## src/rtl/ulpi_pkg.sv

```systemverilog
// Shared ULPI link definitions: FSM state encoding, command prefixes and the
// TX CMD byte builder used by the link FSM.
package ulpi_pkg;

    typedef enum logic [2:0] {
        IDLE  = 3'd0,
        TXCMD = 3'd1,
        WDATA = 3'd2,
        XADDR = 3'd3,
        STP   = 3'd4,
        RTURN = 3'd5,
        RDATA = 3'd6,
        RX    = 3'd7
    } ulpi_state_e;

    localparam logic [7:0] ULPI_NOOP    = 8'h00;
    localparam logic [1:0] ULPI_REGW    = 2'b10;
    localparam logic [1:0] ULPI_REGR    = 2'b11;
    localparam logic [5:0] ULPI_EXT_ESC = 6'h2F;

    // RX FIFO entry layout: {last, cmd, data[7:0]}
    localparam int RX_W = 10;

    function automatic logic [7:0] txcmd_byte(input logic we, input logic ext,
                                              input logic [7:0] addr);
        logic [5:0] low;
        low = ext ? ULPI_EXT_ESC : addr[5:0];
        return {(we ? ULPI_REGW : ULPI_REGR), low};
    endfunction

endpackage

```

## src/rtl/ulpi_rx_fifo.sv

```systemverilog
// Receive FIFO for bytes captured while the PHY owns the bus. Drops on full
// (unless a pop frees a slot the same cycle) and raises a sticky overflow flag.
module ulpi_rx_fifo
    import ulpi_pkg::*;
#(
    parameter int DEPTH = 16
) (
    input  logic            clk,
    input  logic            rst,
    input  logic            wr_en,
    input  logic [RX_W-1:0] wr_data,
    input  logic            rd_en,
    output logic            rd_valid,
    output logic [RX_W-1:0] rd_data,
    output logic            ovf,
    input  logic            ovf_clr
);

    localparam int AW = $clog2(DEPTH);
    localparam int CW = AW + 1;
    localparam logic [CW-1:0] FULL_CNT = CW'(DEPTH);

    logic [RX_W-1:0] mem_q [DEPTH];
    logic [AW-1:0]   wr_ptr_q, wr_ptr_d;
    logic [AW-1:0]   rd_ptr_q, rd_ptr_d;
    logic [CW-1:0]   count_q, count_d;
    logic            ovf_q, ovf_d;
    logic            do_push_s, do_pop_s;

    // Push/pop qualification, pointer and occupancy update, sticky overflow
    always_comb begin
        do_pop_s  = rd_en && (count_q != {CW{1'b0}});
        do_push_s = wr_en && ((count_q != FULL_CNT) || do_pop_s);
        wr_ptr_d  = do_push_s ? wr_ptr_q + AW'(1) : wr_ptr_q;
        rd_ptr_d  = do_pop_s ? rd_ptr_q + AW'(1) : rd_ptr_q;
        case ({do_push_s, do_pop_s})
            2'b10:   count_d = count_q + CW'(1);
            2'b01:   count_d = count_q - CW'(1);
            default: count_d = count_q;
        endcase
        // A dropped byte beats a clear arriving in the same cycle
        if (wr_en && !do_push_s) begin
            ovf_d = 1'b1;
        end else if (ovf_clr) begin
            ovf_d = 1'b0;
        end else begin
            ovf_d = ovf_q;
        end
    end

    // Pointer, count and flag registers
    always_ff @(posedge clk) begin
        if (!rst) begin
            wr_ptr_q <= {AW{1'b0}};
            rd_ptr_q <= {AW{1'b0}};
            count_q  <= {CW{1'b0}};
            ovf_q    <= 1'b0;
        end else begin
            wr_ptr_q <= wr_ptr_d;
            rd_ptr_q <= rd_ptr_d;
            count_q  <= count_d;
            ovf_q    <= ovf_d;
        end
    end

    // Storage array; contents are don't-care while the entry is unoccupied
    always_ff @(posedge clk) begin
        if (do_push_s) begin
            mem_q[wr_ptr_q] <= wr_data;
        end
    end

    assign rd_valid = (count_q != {CW{1'b0}});
    assign rd_data  = rd_valid ? mem_q[rd_ptr_q] : {RX_W{1'b0}};
    assign ovf      = ovf_q;

endmodule

```

## src/rtl/ulpi_link.sv

```systemverilog
// ULPI link-side controller: register read/write over the ULPI bus and capture
// of PHY-driven receive bursts into an RX FIFO.
module ulpi_link
    import ulpi_pkg::*;
#(
    parameter int EXT_ADDR    = 0,
    parameter int FIFO_DEPTH  = 16,
    parameter int NXT_TIMEOUT = 255
) (
    input  logic       clk,
    input  logic       rst,
    input  logic [7:0] ulpi_data_i,
    output logic [7:0] ulpi_data_o,
    output logic       ulpi_data_oe,
    input  logic       ulpi_dir,
    input  logic       ulpi_nxt,
    output logic       ulpi_stp,
    input  logic       reg_req,
    input  logic       reg_we,
    input  logic [7:0] reg_addr,
    input  logic [7:0] reg_wdata,
    output logic       reg_busy,
    output logic       reg_ack,
    output logic       reg_err,
    output logic [7:0] reg_rdata,
    output logic       rx_valid,
    input  logic       rx_ready,
    output logic [7:0] rx_data,
    output logic       rx_cmd,
    output logic       rx_last,
    output logic       rx_ovf,
    input  logic       rx_ovf_clr
);

    ulpi_state_e state_q, state_d;
    logic [7:0]  addr_q, addr_d;
    logic [7:0]  wdata_q, wdata_d;
    logic        we_q, we_d;
    logic        ext_q, ext_d;
    logic        busy_q, busy_d;
    logic        ack_q, ack_d;
    logic        err_q, err_d;
    logic [7:0]  rdata_q, rdata_d;
    logic        dir_q, dir_d;
    logic [15:0] tmo_q, tmo_d;
    logic        abort_q, abort_d;
    logic        got_q, got_d;
    logic        stg_vld_q, stg_vld_d;
    logic [8:0]  stg_q, stg_d;

    logic            tmo_hit_s;
    logic            push_s;
    logic            fifo_wr_s;
    logic [RX_W-1:0] fifo_wdata_s;
    logic [RX_W-1:0] fifo_rdata_s;
    logic [7:0]      data_s;

    assign tmo_hit_s = (tmo_q == 16'(NXT_TIMEOUT));

    // Main FSM: next state, request latching, ack/err generation, nxt timeout
    always_comb begin
        state_d = state_q;
        addr_d  = addr_q;
        wdata_d = wdata_q;
        we_d    = we_q;
        ext_d   = ext_q;
        busy_d  = ack_q ? 1'b0 : busy_q;
        ack_d   = 1'b0;
        err_d   = 1'b0;
        rdata_d = rdata_q;
        tmo_d   = tmo_q;
        abort_d = abort_q;
        got_d   = got_q;
        case (state_q)
            IDLE: begin
                if (ulpi_dir) begin
                    state_d = RX;
                end else if (reg_req && !busy_q) begin
                    addr_d  = reg_addr;
                    wdata_d = reg_wdata;
                    we_d    = reg_we;
                    ext_d   = (EXT_ADDR != 0) && (reg_addr > 8'h3F);
                    busy_d  = 1'b1;
                    tmo_d   = 16'd0;
                    abort_d = 1'b0;
                    state_d = TXCMD;
                end else begin
                    state_d = IDLE;
                end
            end
            TXCMD, XADDR, WDATA: begin
                if (ulpi_dir) begin
                    // PHY grabbed the bus mid-command: abandon and receive
                    ack_d   = 1'b1;
                    err_d   = 1'b1;
                    tmo_d   = 16'd0;
                    state_d = RX;
                end else if (ulpi_nxt) begin
                    tmo_d = 16'd0;
                    if (state_q == WDATA) begin
                        state_d = STP;
                    end else if (state_q == TXCMD && ext_q) begin
                        state_d = XADDR;
                    end else begin
                        state_d = we_q ? WDATA : RTURN;
                    end
                end else if (tmo_hit_s) begin
                    abort_d = 1'b1;
                    tmo_d   = 16'd0;
                    state_d = STP;
                end else begin
                    tmo_d = tmo_q + 16'd1;
                end
            end
            STP: begin
                ack_d   = 1'b1;
                err_d   = abort_q;
                abort_d = 1'b0;
                state_d = IDLE;
            end
            RTURN: begin
                if (ulpi_dir) begin
                    tmo_d   = 16'd0;
                    got_d   = 1'b0;
                    state_d = RDATA;
                end else if (tmo_hit_s) begin
                    abort_d = 1'b1;
                    tmo_d   = 16'd0;
                    state_d = STP;
                end else begin
                    tmo_d = tmo_q + 16'd1;
                end
            end
            RDATA: begin
                if (ulpi_dir) begin
                    if (!got_q) begin
                        rdata_d = ulpi_data_i;
                        got_d   = 1'b1;
                    end else begin
                        got_d = got_q;
                    end
                end else begin
                    ack_d   = 1'b1;
                    got_d   = 1'b0;
                    state_d = IDLE;
                end
            end
            RX: begin
                if (!ulpi_dir) begin
                    state_d = IDLE;
                end else begin
                    state_d = RX;
                end
            end
            default: state_d = IDLE;
        endcase
    end

    // Bus byte selection; the byte stays put until the PHY asserts nxt
    always_comb begin
        data_s = ULPI_NOOP;
        case (state_q)
            TXCMD:   data_s = txcmd_byte(we_q, ext_q, addr_q);
            XADDR:   data_s = addr_q;
            WDATA:   data_s = wdata_q;
            default: data_s = ULPI_NOOP;
        endcase
    end

    // One-entry staging lets the final byte of a burst be tagged once dir drops
    always_comb begin
        dir_d        = ulpi_dir;
        push_s       = (state_q == RX) && ulpi_dir && dir_q;
        fifo_wr_s    = stg_vld_q && (push_s || !ulpi_dir);
        fifo_wdata_s = {!ulpi_dir, stg_q};
        if (push_s) begin
            stg_d     = {!ulpi_nxt, ulpi_data_i};
            stg_vld_d = 1'b1;
        end else if (!ulpi_dir) begin
            stg_d     = stg_q;
            stg_vld_d = 1'b0;
        end else begin
            stg_d     = stg_q;
            stg_vld_d = stg_vld_q;
        end
    end

    // State and datapath registers
    always_ff @(posedge clk) begin
        if (!rst) begin
            state_q   <= IDLE;
            addr_q    <= 8'h00;
            wdata_q   <= 8'h00;
            we_q      <= 1'b0;
            ext_q     <= 1'b0;
            busy_q    <= 1'b0;
            ack_q     <= 1'b0;
            err_q     <= 1'b0;
            rdata_q   <= 8'h00;
            dir_q     <= 1'b0;
            tmo_q     <= 16'd0;
            abort_q   <= 1'b0;
            got_q     <= 1'b0;
            stg_vld_q <= 1'b0;
            stg_q     <= 9'h000;
        end else begin
            state_q   <= state_d;
            addr_q    <= addr_d;
            wdata_q   <= wdata_d;
            we_q      <= we_d;
            ext_q     <= ext_d;
            busy_q    <= busy_d;
            ack_q     <= ack_d;
            err_q     <= err_d;
            rdata_q   <= rdata_d;
            dir_q     <= dir_d;
            tmo_q     <= tmo_d;
            abort_q   <= abort_d;
            got_q     <= got_d;
            stg_vld_q <= stg_vld_d;
            stg_q     <= stg_d;
        end
    end

    ulpi_rx_fifo #(
        .DEPTH (FIFO_DEPTH)
    ) u_rx_fifo (
        .clk      (clk),
        .rst      (rst),
        .wr_en    (fifo_wr_s),
        .wr_data  (fifo_wdata_s),
        .rd_en    (rx_ready),
        .rd_valid (rx_valid),
        .rd_data  (fifo_rdata_s),
        .ovf      (rx_ovf),
        .ovf_clr  (rx_ovf_clr)
    );

    // Link releases the bus while the PHY drives it and for one turnaround cycle
    assign ulpi_data_oe = !ulpi_dir && !dir_q;
    assign ulpi_data_o  = data_s;
    assign ulpi_stp     = (state_q == STP);
    assign reg_busy     = busy_q;
    assign reg_ack      = ack_q;
    assign reg_err      = err_q;
    assign reg_rdata    = rdata_q;
    assign rx_last      = fifo_rdata_s[9];
    assign rx_cmd       = fifo_rdata_s[8];
    assign rx_data      = fifo_rdata_s[7:0];

endmodule

```

## config.mk

```make
export PLATFORM = sky130hd
export DESIGN_NAME = ulpi_link
export DESIGN_NICKNAME = d
export VERILOG_FILES = /design/src/rtl/ulpi_pkg.sv /design/src/rtl/ulpi_rx_fifo.sv /design/src/rtl/ulpi_link.sv
export SDC_FILE = /design/constraint.sdc
export NUM_CORES = 1
export LEC_CHECK = 0
export CAP_MARGIN = 5
export CORE_MARGIN = 2
export CORE_UTILIZATION = 63
export DETAILED_ROUTE_END_ITERATION = 8
export PLACE_DENSITY = 0.86
export SLEW_MARGIN = 20
export SYNTH_ARGS = -nofsm -noshare
export SYNTH_HDL_FRONTEND = slang
export SYNTH_SLANG_ARGS = --single-unit
```

## constraint.sdc

```tcl
create_clock -name clk -period 7.9 [get_ports clk]
set_input_delay 0.79 -clock clk [delete_from_list [all_inputs] [get_ports clk]]
set_output_delay 0.79 -clock clk [all_outputs]
set_load 0.05 [all_outputs]
```

# Word-level counts from Yosys, hierarchy flattened

Memory sizes are Yosys's and may differ from the RTL's. A register that Yosys moved wholly into a read port is not among the register bits.
Index checks and enable logic that the tools add are counted.

Bitwise operators: 2
Eq/ne operators: 19
Reductions and logical operators: 28
Mux-type cells: 47
$add $sub $neg: 5

Operators with widths:

| kind                                                                    | number |
|---|---|
| 16-bit 2-to-1 mux                                                       | 6 |
| 16-bit one-hot mux with 3 select lines                                  | 1 |
| 3-bit 2-to-1 mux                                                        | 9 |
| 8-bit one-hot mux with 3 select lines                                   | 1 |
| 1-bit 2-to-1 mux                                                        | 21 |
| 3-bit one-hot mux with 6 select lines                                   | 1 |
| 16-bit by 1-bit adder with 16-bit output (second input constant)        | 1 |
| 16-bit by 8-bit equality test with 1-bit output (second input constant) | 1 |
| 2-bit != test (second input constant)                                   | 7 |
| 3-bit equality test (second input constant)                             | 4 |
| 10-bit 2-to-1 mux                                                       | 1 |
| 5-bit one-hot mux with 2 select lines                                   | 1 |
| 3-bit AND reduction                                                     | 3 |
| 4-bit by 1-bit adder with 4-bit output (second input constant)          | 2 |
| 1-bit logical AND                                                       | 8 |
| 4-bit 2-to-1 mux                                                        | 2 |
| 3-bit by 2-bit equality test with 1-bit output (second input constant)  | 2 |
| 6-bit AND reduction                                                     | 1 |
| 2-bit nonzero test                                                      | 3 |
| 5-bit by 1-bit adder with 5-bit output (second input constant)          | 1 |
| 1-bit logical NOT                                                       | 5 |
| 5-bit != test (second input constant)                                   | 1 |
| 5-bit nonzero test                                                      | 1 |
| 5-bit by 1-bit subtractor with 5-bit output (second input constant)     | 1 |
| other kinds (14)                                                        | 17 |

Output and inout bits: 33
Input port bits: 32
Memory bits (writable): 160
Bits in registers: 74
Memories kept: 1
Word-level logic and storage cells: 120

Memories:

| memory          | depth | width | read ports | clocked after memory_dff | wr ports | line               | text |
|---|---|---|---|---|---|---|---|
| u_rx_fifo.mem_q | 16    | 10    | 1          | 1                        | 1        | ulpi_rx_fifo.sv:23 | `logic [RX_W-1:0] mem_q [DEPTH];` |

# Longest topological paths before layout

Word-level depth: 9
Depth in mapped cells: 11
Mapped depth without buffers: 10

# Hierarchy

Synthesis repeated with hierarchy kept, for this count alone.

Cells, all modules: 710
Area total of the unflattened synthesis: 9899.5 µm²

Modules (own cells, without submodules):

| module       | instances | seq. area each (µm²) | area an instance (µm²) | cells each |
|---|---|---|---|---|
| ulpi_rx_fifo | 1         | 5165.0               | 7165.6                 | 379 |
| ulpi_link    | 1         | 1201.2               | 2733.9                 | 331 |

# Worst setup path after synthesis

No wires, ideal clock.

Path type: input-to-reg
From: in ulpi_dir
To: reg u_rx_fifo.count_q[4]
Path slack: 4815 ps
Buffers on the path: 1
Arrival: 2955 ps
Stages on the path: 11
Data required time: 7770 ps
Library setup time: 130 ps
Path through: buf_2 clkinv_1 o21ai_0 nor2b_1 xor2_1 ha_1 or3_1 a21oi_1 nand4_1 a21oi_1 nor3b_1

Elaborated cells between the ends (all ways): 10
Those cells by class: eq/ne (2); mux (1); reduce/logical (7)

RTL lines:

| what                                                                                  | line               | text |
|---|---|---|
| start: declaration                                                                    | ulpi_link.sv:15    | `input logic ulpi_dir,` |
| 1-bit logical NOT (*)                                                                 | -                  |  |
| via fifo_wdata_s[9]                                                                   | ulpi_link.sv:54    | `logic [RX_W-1:0] fifo_wdata_s;` |
| 1-bit logical OR (*)                                                                  | ulpi_link.sv:174   | `fifo_wr_s = stg_vld_q && (push_s \|\| !ulpi_dir);` |
| 1-bit logical AND (*)                                                                 | ulpi_link.sv:174   |  |
| 1-bit logical AND (*)                                                                 | ulpi_rx_fifo.sv:33 | `do_push_s = wr_en && ((count_q != FULL_CNT) \|\| do_pop_s);` |
| 2-bit by 1-bit equality test with 1-bit output or 2-bit equality test (tied branches) | ulpi_rx_fifo.sv:36 | `case ({do_push_s, do_pop_s})` |
| 5-bit one-hot mux with 2 select lines or 2-bit nonzero test (tied branches)           | -                  |  |
| end signal: assignment                                                                | ulpi_rx_fifo.sv:56 | `count_q <= {CW{1'b0}};` |
| end signal: assignment                                                                | ulpi_rx_fifo.sv:61 | `count_q <= count_d;` |
| end: declaration                                                                      | ulpi_rx_fifo.sv:26 | `logic [CW-1:0] count_q, count_d;` |

Mark *: on every way through the listed nets, which the timed path passes. The rest lies on a longest branch.
A chain may end at the register's enable or synchronous reset.

# Worst setup path in the final report

Ends and elaborated chain as after synthesis.

==> out/results.tsv <==
stage	metric	value	unit
status	status	completed	
placement	dpl.hpwl	13.6	mm
finish	multi_input_area	0.00319	mm²
timing	slew_violations	0	
pwr	ir_worst_vdd	0.200	mV
placement	place_congestion	0.885	
pwr	leakagePower	3.54	nW
yosys	synth_cell_type_count	62	
floorplanning	die_w	129	µm
pwr	power_switching	1.03	mW
floorplanning	rows	45	
finish	final_util	0.740	
yosys	yosys-top-cells-area	edfxtp_1 49%, dfxtp_1 16%, mux4_2 12%	
global_routing	grt_remaining_overflow	0	
cts	clockBufferDepth	3	
yosys	yosysWarnings	0	
cts	cts_tree	done	
job	maxCapViolCount	0	
yosys	post_synth_instance_area	0.00978	mm²
yosys	yosysSeqAreaShare	0.651	
cts	cts_htree_levels	1	
yosys	synthSimpleGateAreaFrac	0.108	
floorplanning	die_h	129	µm
global_routing	grt_pass1_vias	6276	
cts	clk_latency	0.52	ns
yosys	netlist_instances	689	
finish	regArea	0.00637	mm²
drt	totalWireLength	21.8	mm
critical_path	end_kind	register	
floorplanning	initial_core_util	0.643	
cts	cts-root-buf	clkbuf_16	
yosys	synth_top_cell_area_share	0.491	
drt	viasPerCell	6.43	
cts	cts.sinks	238	
pwr	switching_share	0.311	
timing	post-route-min-period	4.34	ns
global_routing	grt_antenna_before_repair	0	
yosys	async_reset_ff_frac	0	
finish	final_layout_size_suffix_gt1_frac	0.148	
yosys	synth_compound_area_frac	0.0645	
finish	area_growth	15.1	%
timing	skew	0.0142	ns
yosys	yosys_most_used_dff	edfxtp_1	
finish	diodes	0	
drt	drtIter0Drc	584	
finish	final_nets	791	
global_routing	grt_max_degree	63	
floorplanning	num_io_pins	65	
drt	num_vias	6136	
drt	ant_nets	0	
yosys	avgSynthCellArea	14.2	µm²
critical_path	arrival	4.75	ns
critical_path	slowest_delay	0.91	ns
yosys	synthMuxAreaShare	0.131	
hold_path	hp-class	register to register	
timing	tns	0	ns
placement	portBuffers	64	
global_routing	grt_use_total	0.273	
yosys	synth_xor_area_frac	0.0125	
yosys	synth_area_leader_cell	edfxtp_1	
drt	dr.pass1.iters	5	
timing	worst_slew_pin_slew	1.06	ns
pwr	p_per_area	294	mW/mm²
yosys	synth_fa_ha_area_frac	0.0102	
critical_path	crit_required	8.31	ns
pwr	p_comb_frac	0.272	
cts	postCtsSetupRepairBufs	0	
pwr	p_int	2.28	mW
critical_path	critPathSlowestCell	clkdlybuf4s50_1	
floorplanning	die_area	0.0165	mm²
critical_path	critPathKind	primary input to register	
timing	max_slew_margin	0.294	
timing	max_freq	230	MHz
critical_path	worstSetupStartpointType	primary input	
timing	period_share	0.549	
finish	fillerInstances	904	
critical_path	cp_cell_sequence	clkdlybuf4s50_1 -> clkinv_1 -> o21ai_0 -> nor2b_1 -> xor2_1 -> ha_1 -> or3_1 -> a21oi_1 -> nand4_1 -> nand3_1 -> nor3b_1	
critical_path	critPathMaxFanout	22	
drt	wl_per_cell	22.8	µm
yosys	synth_top_family_by_area	multiplexers	
pwr	p_seq_frac	0.421	
timing	hold_viol_final	0	
yosys	synth_edf_count	160	
cts	postCtsHoldBufs	0	
yosys	synth_seq_cells	238	
timing	setup_viol	0	
drt	drc_errors	0	
global_routing	grt_pass1_wl	34.4	mm
yosys	synthesis.nets	729	
pwr	power_frac_clock	0.308	
timing	rsz0062_at_grt	false	
floorplanning	core_area	0.0152	mm²
cts	ctsResizeCount	0	
cts	cts_made_buffers	24	
cts	clk_pin_slew	0.06	ns
## synth_stat cells (all sizes together), types with 2 or more instances
master   instances
a2111oi          3
or2              3
xor2             5
or3b             2
dfxtp           78
nor3b            4
mux2i           13
or3              3
o21ai           15
clkbuf          18
a31oi            2
xnor2            9
or4              4
nor3             6
ha               8
and2            20
nor2b            3
a21oi           45
nand2b           4
buf             17
nand4            5
edfxtp         160
nor2            61
mux4            50
o22ai            2
nor4             4
and4             2
a31o             2
mux2             2
a211oi           6
nand3           13
inv             17
nand2           69
o211ai           4
a22oi            9
o211a            2
and3             6
## final cells by class
type | instances | share of cell area
multi-input combinational | 398 | 0.284
tap | 188 | 0.0209
clock buffer | 30 | 0.0563
sequential | 238 | 0.566
inverter | 18 | 0.00600
clock inverter | 11 | 0.00567
timing repair buffer | 71 | 0.0616
## metrics by stage
stage	instances	hold slack, ns	worst slack, ns	area (µm²)	total power [mW]
after detailed placement	913	0.446	3.33	10600	2.30
after CTS	954	0.461	3.56	11300	3.32
after global placement	913	0.440	3.64	10600	2.27
after floorplan	689	0.433	4.81	9780	2.06
final	954	0.462	3.56	11300	3.30
after global routing	954	0.479	3.35	11300	3.42
## final timing paths
path	from	endpoint	cells after the start	slack, ns
min reg2reg	addr_q[1]	addr_q[1]	2	0.46
max	ulpi_dir	u_rx_fifo.count_q[4]	11	3.56
min	addr_q[1]	addr_q[1]	2	0.46
max reg2reg	state_q[2]	u_rx_fifo.mem_q[1][3]	5	4.25
## power groups by stage
stage | logic, mW | clock network, mW | registers [mW]
3_3_place_gp | 0.864 | 0 | 1.41
5_1_grt | 0.950 | 1.07 | 1.39
3_5_place_dp | 0.891 | 0 | 1.41
2_1_floorplan | 0.667 | 0 | 1.39
4_1_cts | 0.903 | 1.02 | 1.39
6_report | 0.898 | 1.02 | 1.39
## critical path, delay by kind of cell
kind | cells | cell delay, ns
buf+inv | 2 | 1.59
simple gates | 5 | 1.21
compound gates | 2 | 0.72
fa+ha+maj | 1 | 0.28
xor+xnor | 1 | 0.16
## per-layer routing
layer,GRT usage,part of all wire
met1,0.365,0.40
met3,0.0428,0.072
met5,0,0
met4,0.0857,0.029
met2,0.467,0.50
## cell usage in the layout, fill, tap and decap left out, types with 15 or more instances in the layout
| cell | netlist | layout |
|---|---|---|
| nand2_1 | 69 | 69 |
| inv_1 | 15 | 15 |
| and2_1 | 19 | 19 |
| a21oi_1 | 45 | 45 |
| nor2_1 | 60 | 60 |
| clkbuf_16 | 0 | 24 |
| edfxtp_1 | 160 | 160 |
| mux4_2 | 50 | 50 |
| clkdlybuf4s50_1 | 0 | 64 |
| dfxtp_1 | 78 | 77 |
## registers in the layout, summed over array words and instances (netlist names), 4 cells and up, named ones only
name / cells
wdata_q: 8
u_rx_fifo.wr_ptr_q: 4
stg_q: 9
u_rx_fifo.count_q: 5
addr_q: 8
tmo_q: 16
u_rx_fifo.mem_q: 160
u_rx_fifo.rd_ptr_q: 4
reg_rdata: 8
## logic make-up (layout without fill, tap and decap cells)
logic type,after synthesis,after routing
XOR/XNOR,14,14
buffers and inverters,53,130
AO/OA/AOI/OAI,98,98
AND/OR/NAND/NOR,213,213
adder cells (fa/ha/maj),8,8
flip-flops,238,238
multiplexers,65,65
Note: power is estimated with default switching activity, not from simulation.
